### src/rtl/fc_layer_scheduler.sv
`default_nettype none
// ============================================================================
// Module   : fc_layer_scheduler
// Brief    : Time-multiplexes one fully-connected MAC node over all output
//            nodes of a layer: bias fetch, weight stream, result write-back.
// Revision : 1.0
// ============================================================================
module fc_layer_scheduler #(
    parameter int DATA_WIDTH         = 32,
    parameter int NUMBER_INPUT_NODE  = 5,
    parameter int NUMBER_OUTPUT_NODE = 3,
    parameter int WEIGHT_ADDR_WIDTH  = 16,
    parameter int OUT_ADDR_WIDTH     = 8,
    parameter int TIMEOUT_CYCLES     = 64
) (
    input  logic                         clk,
    input  logic                         rst_n,
    input  logic                         i_start,
    output logic                         o_busy,
    output logic                         o_done,
    output logic                         o_error,
    output logic                         o_bias_rd,
    output logic [OUT_ADDR_WIDTH-1:0]    o_bias_addr,
    input  logic [DATA_WIDTH-1:0]        i_bias_data,
    output logic                         o_weight_rd,
    output logic [WEIGHT_ADDR_WIDTH-1:0] o_weight_addr,
    input  logic [DATA_WIDTH-1:0]        i_weight_data,
    output logic                         o_node_start,
    output logic [DATA_WIDTH-1:0]        o_node_bias,
    output logic [DATA_WIDTH-1:0]        o_node_weight,
    output logic                         o_node_weight_valid,
    input  logic [DATA_WIDTH-1:0]        i_node_data,
    input  logic                         i_node_valid,
    output logic                         o_wr_en,
    output logic [OUT_ADDR_WIDTH-1:0]    o_wr_addr,
    output logic [DATA_WIDTH-1:0]        o_wr_data
);

    localparam int c_K_W = (NUMBER_INPUT_NODE > 1) ? $clog2(NUMBER_INPUT_NODE) : 1;
    localparam int c_T_W = $clog2(TIMEOUT_CYCLES + 1);

    localparam logic [c_K_W-1:0]             c_K_LAST  = c_K_W'(NUMBER_INPUT_NODE - 1);
    localparam logic [c_K_W-1:0]             c_K_ONE   = c_K_W'(1);
    localparam logic [c_T_W-1:0]             c_T_LAST  = c_T_W'(TIMEOUT_CYCLES - 1);
    localparam logic [c_T_W-1:0]             c_T_ONE   = c_T_W'(1);
    localparam logic [OUT_ADDR_WIDTH-1:0]    c_N_LAST  = OUT_ADDR_WIDTH'(NUMBER_OUTPUT_NODE - 1);
    localparam logic [OUT_ADDR_WIDTH-1:0]    c_N_ONE   = OUT_ADDR_WIDTH'(1);
    localparam logic [WEIGHT_ADDR_WIDTH-1:0] c_WA_ONE  = WEIGHT_ADDR_WIDTH'(1);

    typedef enum logic [2:0] {
        S_IDLE      = 3'd0,
        S_LOAD_BIAS = 3'd1,
        S_STREAM    = 3'd2,
        S_WAIT      = 3'd3,
        S_WRITE     = 3'd4,
        S_DONE      = 3'd5
    } state_t;

    state_t                         state_q, state_d;
    logic [OUT_ADDR_WIDTH-1:0]      n_q, n_d;
    logic [c_K_W-1:0]               k_q, k_d;
    logic [c_T_W-1:0]               cnt_q, cnt_d;
    logic [WEIGHT_ADDR_WIDTH-1:0]   waddr_q, waddr_d;
    logic                           err_q, err_d;
    logic [DATA_WIDTH-1:0]          bias_q, bias_d;
    logic [DATA_WIDTH-1:0]          result_q, result_d;
    logic                           wvalid_q, wvalid_d;
    logic                           w_first_stream;

    // Streams run back to back across nodes, so a running address equals n*NI+k.
    always_ff @(posedge clk) begin
        if (rst_n) begin
            state_q  <= S_IDLE;
            n_q      <= '0;
            k_q      <= '0;
            cnt_q    <= '0;
            waddr_q  <= '0;
            err_q    <= 1'b0;
            bias_q   <= '0;
            result_q <= '0;
            wvalid_q <= 1'b0;
        end else begin
            state_q  <= state_d;
            n_q      <= n_d;
            k_q      <= k_d;
            cnt_q    <= cnt_d;
            waddr_q  <= waddr_d;
            err_q    <= err_d;
            bias_q   <= bias_d;
            result_q <= result_d;
            wvalid_q <= wvalid_d;
        end
    end

    assign w_first_stream = (state_q == S_STREAM) && (k_q == '0);

    always_comb begin
        state_d  = state_q;
        n_d      = n_q;
        k_d      = k_q;
        cnt_d    = cnt_q;
        waddr_d  = waddr_q;
        err_d    = err_q;
        bias_d   = bias_q;
        result_d = result_q;
        wvalid_d = (state_q == S_STREAM);
        unique case (state_q)
            S_IDLE: begin
                if (i_start) begin
                    n_d     = '0;
                    waddr_d = '0;
                    err_d   = 1'b0;
                    state_d = S_LOAD_BIAS;
                end
            end
            S_LOAD_BIAS: begin
                k_d     = '0;
                state_d = S_STREAM;
            end
            S_STREAM: begin
                if (w_first_stream) begin
                    bias_d = i_bias_data;
                end
                waddr_d = waddr_q + c_WA_ONE;
                k_d     = k_q + c_K_ONE;
                if (k_q == c_K_LAST) begin
                    cnt_d   = '0;
                    state_d = S_WAIT;
                end
            end
            S_WAIT: begin
                // A result arriving on the final allowed cycle still wins over timeout.
                if (i_node_valid) begin
                    result_d = i_node_data;
                    state_d  = S_WRITE;
                end else if (cnt_q == c_T_LAST) begin
                    err_d   = 1'b1;
                    state_d = S_DONE;
                end else begin
                    cnt_d = cnt_q + c_T_ONE;
                end
            end
            S_WRITE: begin
                if (n_q == c_N_LAST) begin
                    state_d = S_DONE;
                end else begin
                    n_d     = n_q + c_N_ONE;
                    state_d = S_LOAD_BIAS;
                end
            end
            S_DONE: begin
                state_d = S_IDLE;
            end
            default: begin
                state_d = S_IDLE;
            end
        endcase
    end

    assign o_busy              = (state_q != S_IDLE);
    assign o_done              = (state_q == S_DONE);
    assign o_error             = err_q;
    assign o_bias_rd           = (state_q == S_LOAD_BIAS);
    assign o_bias_addr         = n_q;
    assign o_weight_rd         = (state_q == S_STREAM);
    assign o_weight_addr       = waddr_q;
    assign o_node_start        = w_first_stream;
    // Bias is forwarded on the start cycle, then held from the register.
    assign o_node_bias         = w_first_stream ? i_bias_data : bias_q;
    assign o_node_weight       = wvalid_q ? i_weight_data : '0;
    assign o_node_weight_valid = wvalid_q;
    assign o_wr_en             = (state_q == S_WRITE);
    assign o_wr_addr           = n_q;
    assign o_wr_data           = result_q;

endmodule
`default_nettype wire
### config.mk
export PLATFORM = sky130hd
export DESIGN_NAME = fc_layer_scheduler
export DESIGN_NICKNAME = d
export VERILOG_FILES = /design/src/rtl/fc_layer_scheduler.sv
export SDC_FILE = /design/constraint.sdc
export NUM_CORES = 1
export LEC_CHECK = 0
export ABC_AREA = 1
export CORE_AREA = 2 2 102 129
export CTS_CLUSTER_DIAMETER = 120
export DETAILED_ROUTE_END_ITERATION = 16
export DIE_AREA = 0 0 104 131
export MAX_ROUTING_LAYER = met4
export PLACE_DENSITY = 0.81
export SLEW_MARGIN = 40
export SYNTH_ARGS = -nofsm -noshare
export SYNTH_HDL_FRONTEND = slang
export SYNTH_SLANG_ARGS = --single-unit
### constraint.sdc
create_clock -name clk -period 2.11 [get_ports clk]
set_clock_uncertainty 0.1 [all_clocks]
set_input_delay 0.3165 -clock clk [delete_from_list [all_inputs] [get_ports clk]]
set_output_delay 0.3165 -clock clk [all_outputs]
set_load 0.01 [all_outputs]
==> results.toml <==
[synth]
synth.net_count = 879
seq_area_frac_synth = 0.413
yosys_warnings = 0
ys_dominant_reg_cell = "dfxtp_1"
synth_common_cells = "195 x nand2_1, 143 x inv_1, 103 x dfxtp_1"
synth_area_per_cell_sq_um = 6.46
synthCells = 773
synthTopCellsByArea = "dfxtp_1 41%, nand2_1 15%, inv_1 11%, nand3_1 6.6%, nor2_1 6.1%"
async_reset_ff_frac = 0
yosysUniqueCellTypes = 30
synth_top_area_share = 0.413
syn_area_sq_um = 5000
ys_seq_elements = 103
synth.most_common_cell = "nand2_1"
synth_largest_area_cell = "dfxtp_1"
synth_edf_count = 0

[worst_setup_path]
cp.required_ns = 1.69
crit_path_start_kind = "register"
crit_chain = "nor3_4 > nand3_4 > buf_12 > buf_16 > o21ai_2 > inv_1 > buf_2"
slowest_delay_ns = 0.34
r2r-start = "cnt_q[0]"
crit_arrival_ns = 1.79
startpoint = "state_q[2]"
path_buf_inv = 4
critPathKind = "reg -> out"
endpoint_kind = "output port"
cpLargestDelayFamily = "buffers and inverters"
crit_path_top_delay_cell = "dfxtp_2"
cp_max_fo = 10

[outcome]
violations = "negative setup slack"
status = "finished, violations left"

[drt]
drc_errors = 0
vias_per_cell = 4.72
dr_total_vias = 5579
avgRoutedWirePerCell_um = 13.7
drt_pass1_iterations = 4
drt-initial-drc-count = 227
finalWirelength_um = 16200
ant_nets = 0

[pwr]
switching_share = 0.399
power_density_nw_per_um2 = 1180
p_int_mw = 5.97
peakVddDrop_v = 0.00115
p_clk_frac = 0.168
p_sw_mw = 3.97
seqPwrFrac = 0.251
power_frac_comb = 0.581
leakagePower_nw = 3.90

[global_routing]
globalRouteOverflowTotal = 0
grt_usage = 0.226
first_global_vias = 5206
antenna_found_initial = 0
grt_pass1_wl_um = 24600
grt_max_degree = 79

[worst_hold_path]
hold_path_class = "reg -> reg"
min_from = "cnt_q[6]"

[placement]
place.gp.congestion = 0.875
portBuffers = 235
dpl_worst_slack_ns = -0.000288
hpwl_um = 10400

[cells_and_area]
nets = 1115
diodes = 0
area_growth_pct = 68.9
n_fill_cell = 1037
drive_gt1_frac = 0.159

[sta]
final.setup.worst_slack_ns = -0.0917
timing.final.crit_share = 1.04
finalMaxSlewViolations = 0
worst_pin_slew_ns = 0.416
worst_hold_slack_ns = 0.355
rsz0062_at_grt = "true"
max_freq_mhz = 454
hold_viol = 0
finalSetupViolations = 33
min_period_ns = 2.20
max_slew_margin = 0.722

[cts]
path_clk_slew_ns = 0.07
postCtsHoldBufs = 0
htreeDepth = 3
clock-sinks = 103
cts_tree = "built"
clock_latency_ns = 0.34
cts_made_buffers = 9
clock-root-buffer = "clkbuf_16"
cts_buffer_depth = 2

[floorplanning]
die_area_sq_um = 13600
die_y_um = 131
rows = 46
io_pins = 236
core_area_sq_um = 12400
fp.dieW_um = 104
start_util = 0.402

[run]
cap_violations = 0
metrics by stage:
stage	cell area (sq um)	TNS [ns]	utilization	std cells	total power [mW]
5_1_grt	8440	-4.27	0.679	1182	10.6
6_report	8440	-1.38	0.679	1182	9.94
3_3_place_gp	7520	0	0.605	1150	6.68
3_5_place_dp	7520	-0.000288	0.605	1150	6.75
2_1_floorplan	5000	0	-	773	4.71
4_1_cts	8260	-3.13	0.664	1177	9.42
registers in the layout, summed over array words and instances, names as in the netlist:
signal               cells
state_q                  3
o_wr_data               32
k_q                      3
bias_q                  32
cnt_q                    7
o_bias_addr              8
o_error                  1
o_weight_addr           16
o_node_weight_valid      1
worst register-to-register path, delay by kind of cell (launching register included):
family	cells	cell delay, ns
adder cells (fa/ha/maj)	1	0.18
buffers and inverters	1	0.07
AND/OR/NAND/NOR	6	1.07
flip-flops	1	0.36
layer usage:
layer  track usage  share of wire  wire, um  vias to the layer above
met2         0.395           0.54      8670                      159
met5             -              0         0                        -
li1              -              -         -                     2832
met4        0.0763          0.015       247                        0
met1         0.263           0.40      6460                     2571
met3        0.0432          0.048       783                       17
power by group through the flow:
stage	Combinational (mW)	Sequential, mW	Clock (mW)
6_report	5.77	2.50	1.67
5_1_grt	6.25	2.54	1.78
4_1_cts	5.23	2.48	1.71
3_5_place_dp	4.23	2.52	0
3_3_place_gp	4.17	2.50	0
2_1_floorplan	2.17	2.54	0
cell families after synthesis:
family,after synthesis,share of synthesized area
DFF,103,0.413
AOI/OAI and AO/OA,114,0.120
and+or+nand+nor,360,0.298
buffers and inverters,190,0.155
adders and majority gates,6,0.0150
placed cells by master (no fill, tap or decap), types with 3 or more instances in the layout:
cell / n
dfxtp_1: 100
clkbuf_16: 11
o21ai_2: 7
clkdlybuf4s50_1: 197
inv_1: 131
o21ai_0: 17
nand4_1: 4
nand2_2: 17
nor2_2: 5
buf_6: 14
ha_1: 6
buf_12: 6
nor2_1: 80
buf_4: 17
nand3_1: 65
o21ai_4: 25
buf_2: 21
nand2_1: 177
dlygate4sd2_1: 3
a21oi_1: 54
dfxtp_2: 3
buf_16: 6
inv_2: 15
nor3_1: 6
final timing paths:
kind         cells after the start  slack [ns]             end
max                              7       -0.09  o_node_bias[6]
max reg2reg                      8        0.23        cnt_q[1]
min                              2        0.36        cnt_q[6]
min reg2reg                      2        0.36        cnt_q[6]
area by class of cell:
class / count / area (sq um) / area share
timing repair buffer: 269 / 2780 / 0.330
clock inverter: 5 / 46.3 / 0.00548
sequential: 103 / 2070 / 0.245
clock buffer: 11 / 253 / 0.0299
inverter: 146 / 548 / 0.0649
multi-input combinational: 480 / 2530 / 0.300
tap: 168 / 210 / 0.0249
what timing repair did:
| action | in CTS | in global routing |
|---|---|---|
| pin swaps | 8 | 9 |
| gates resized for setup | 229 | 28 |
| buffers inserted | 4 | 3 |
| gates cloned | 7 | 2 |
| setup endpoints to repair | 37 | 41 |
No activity file was read; power rests on OpenSTA's default activity.
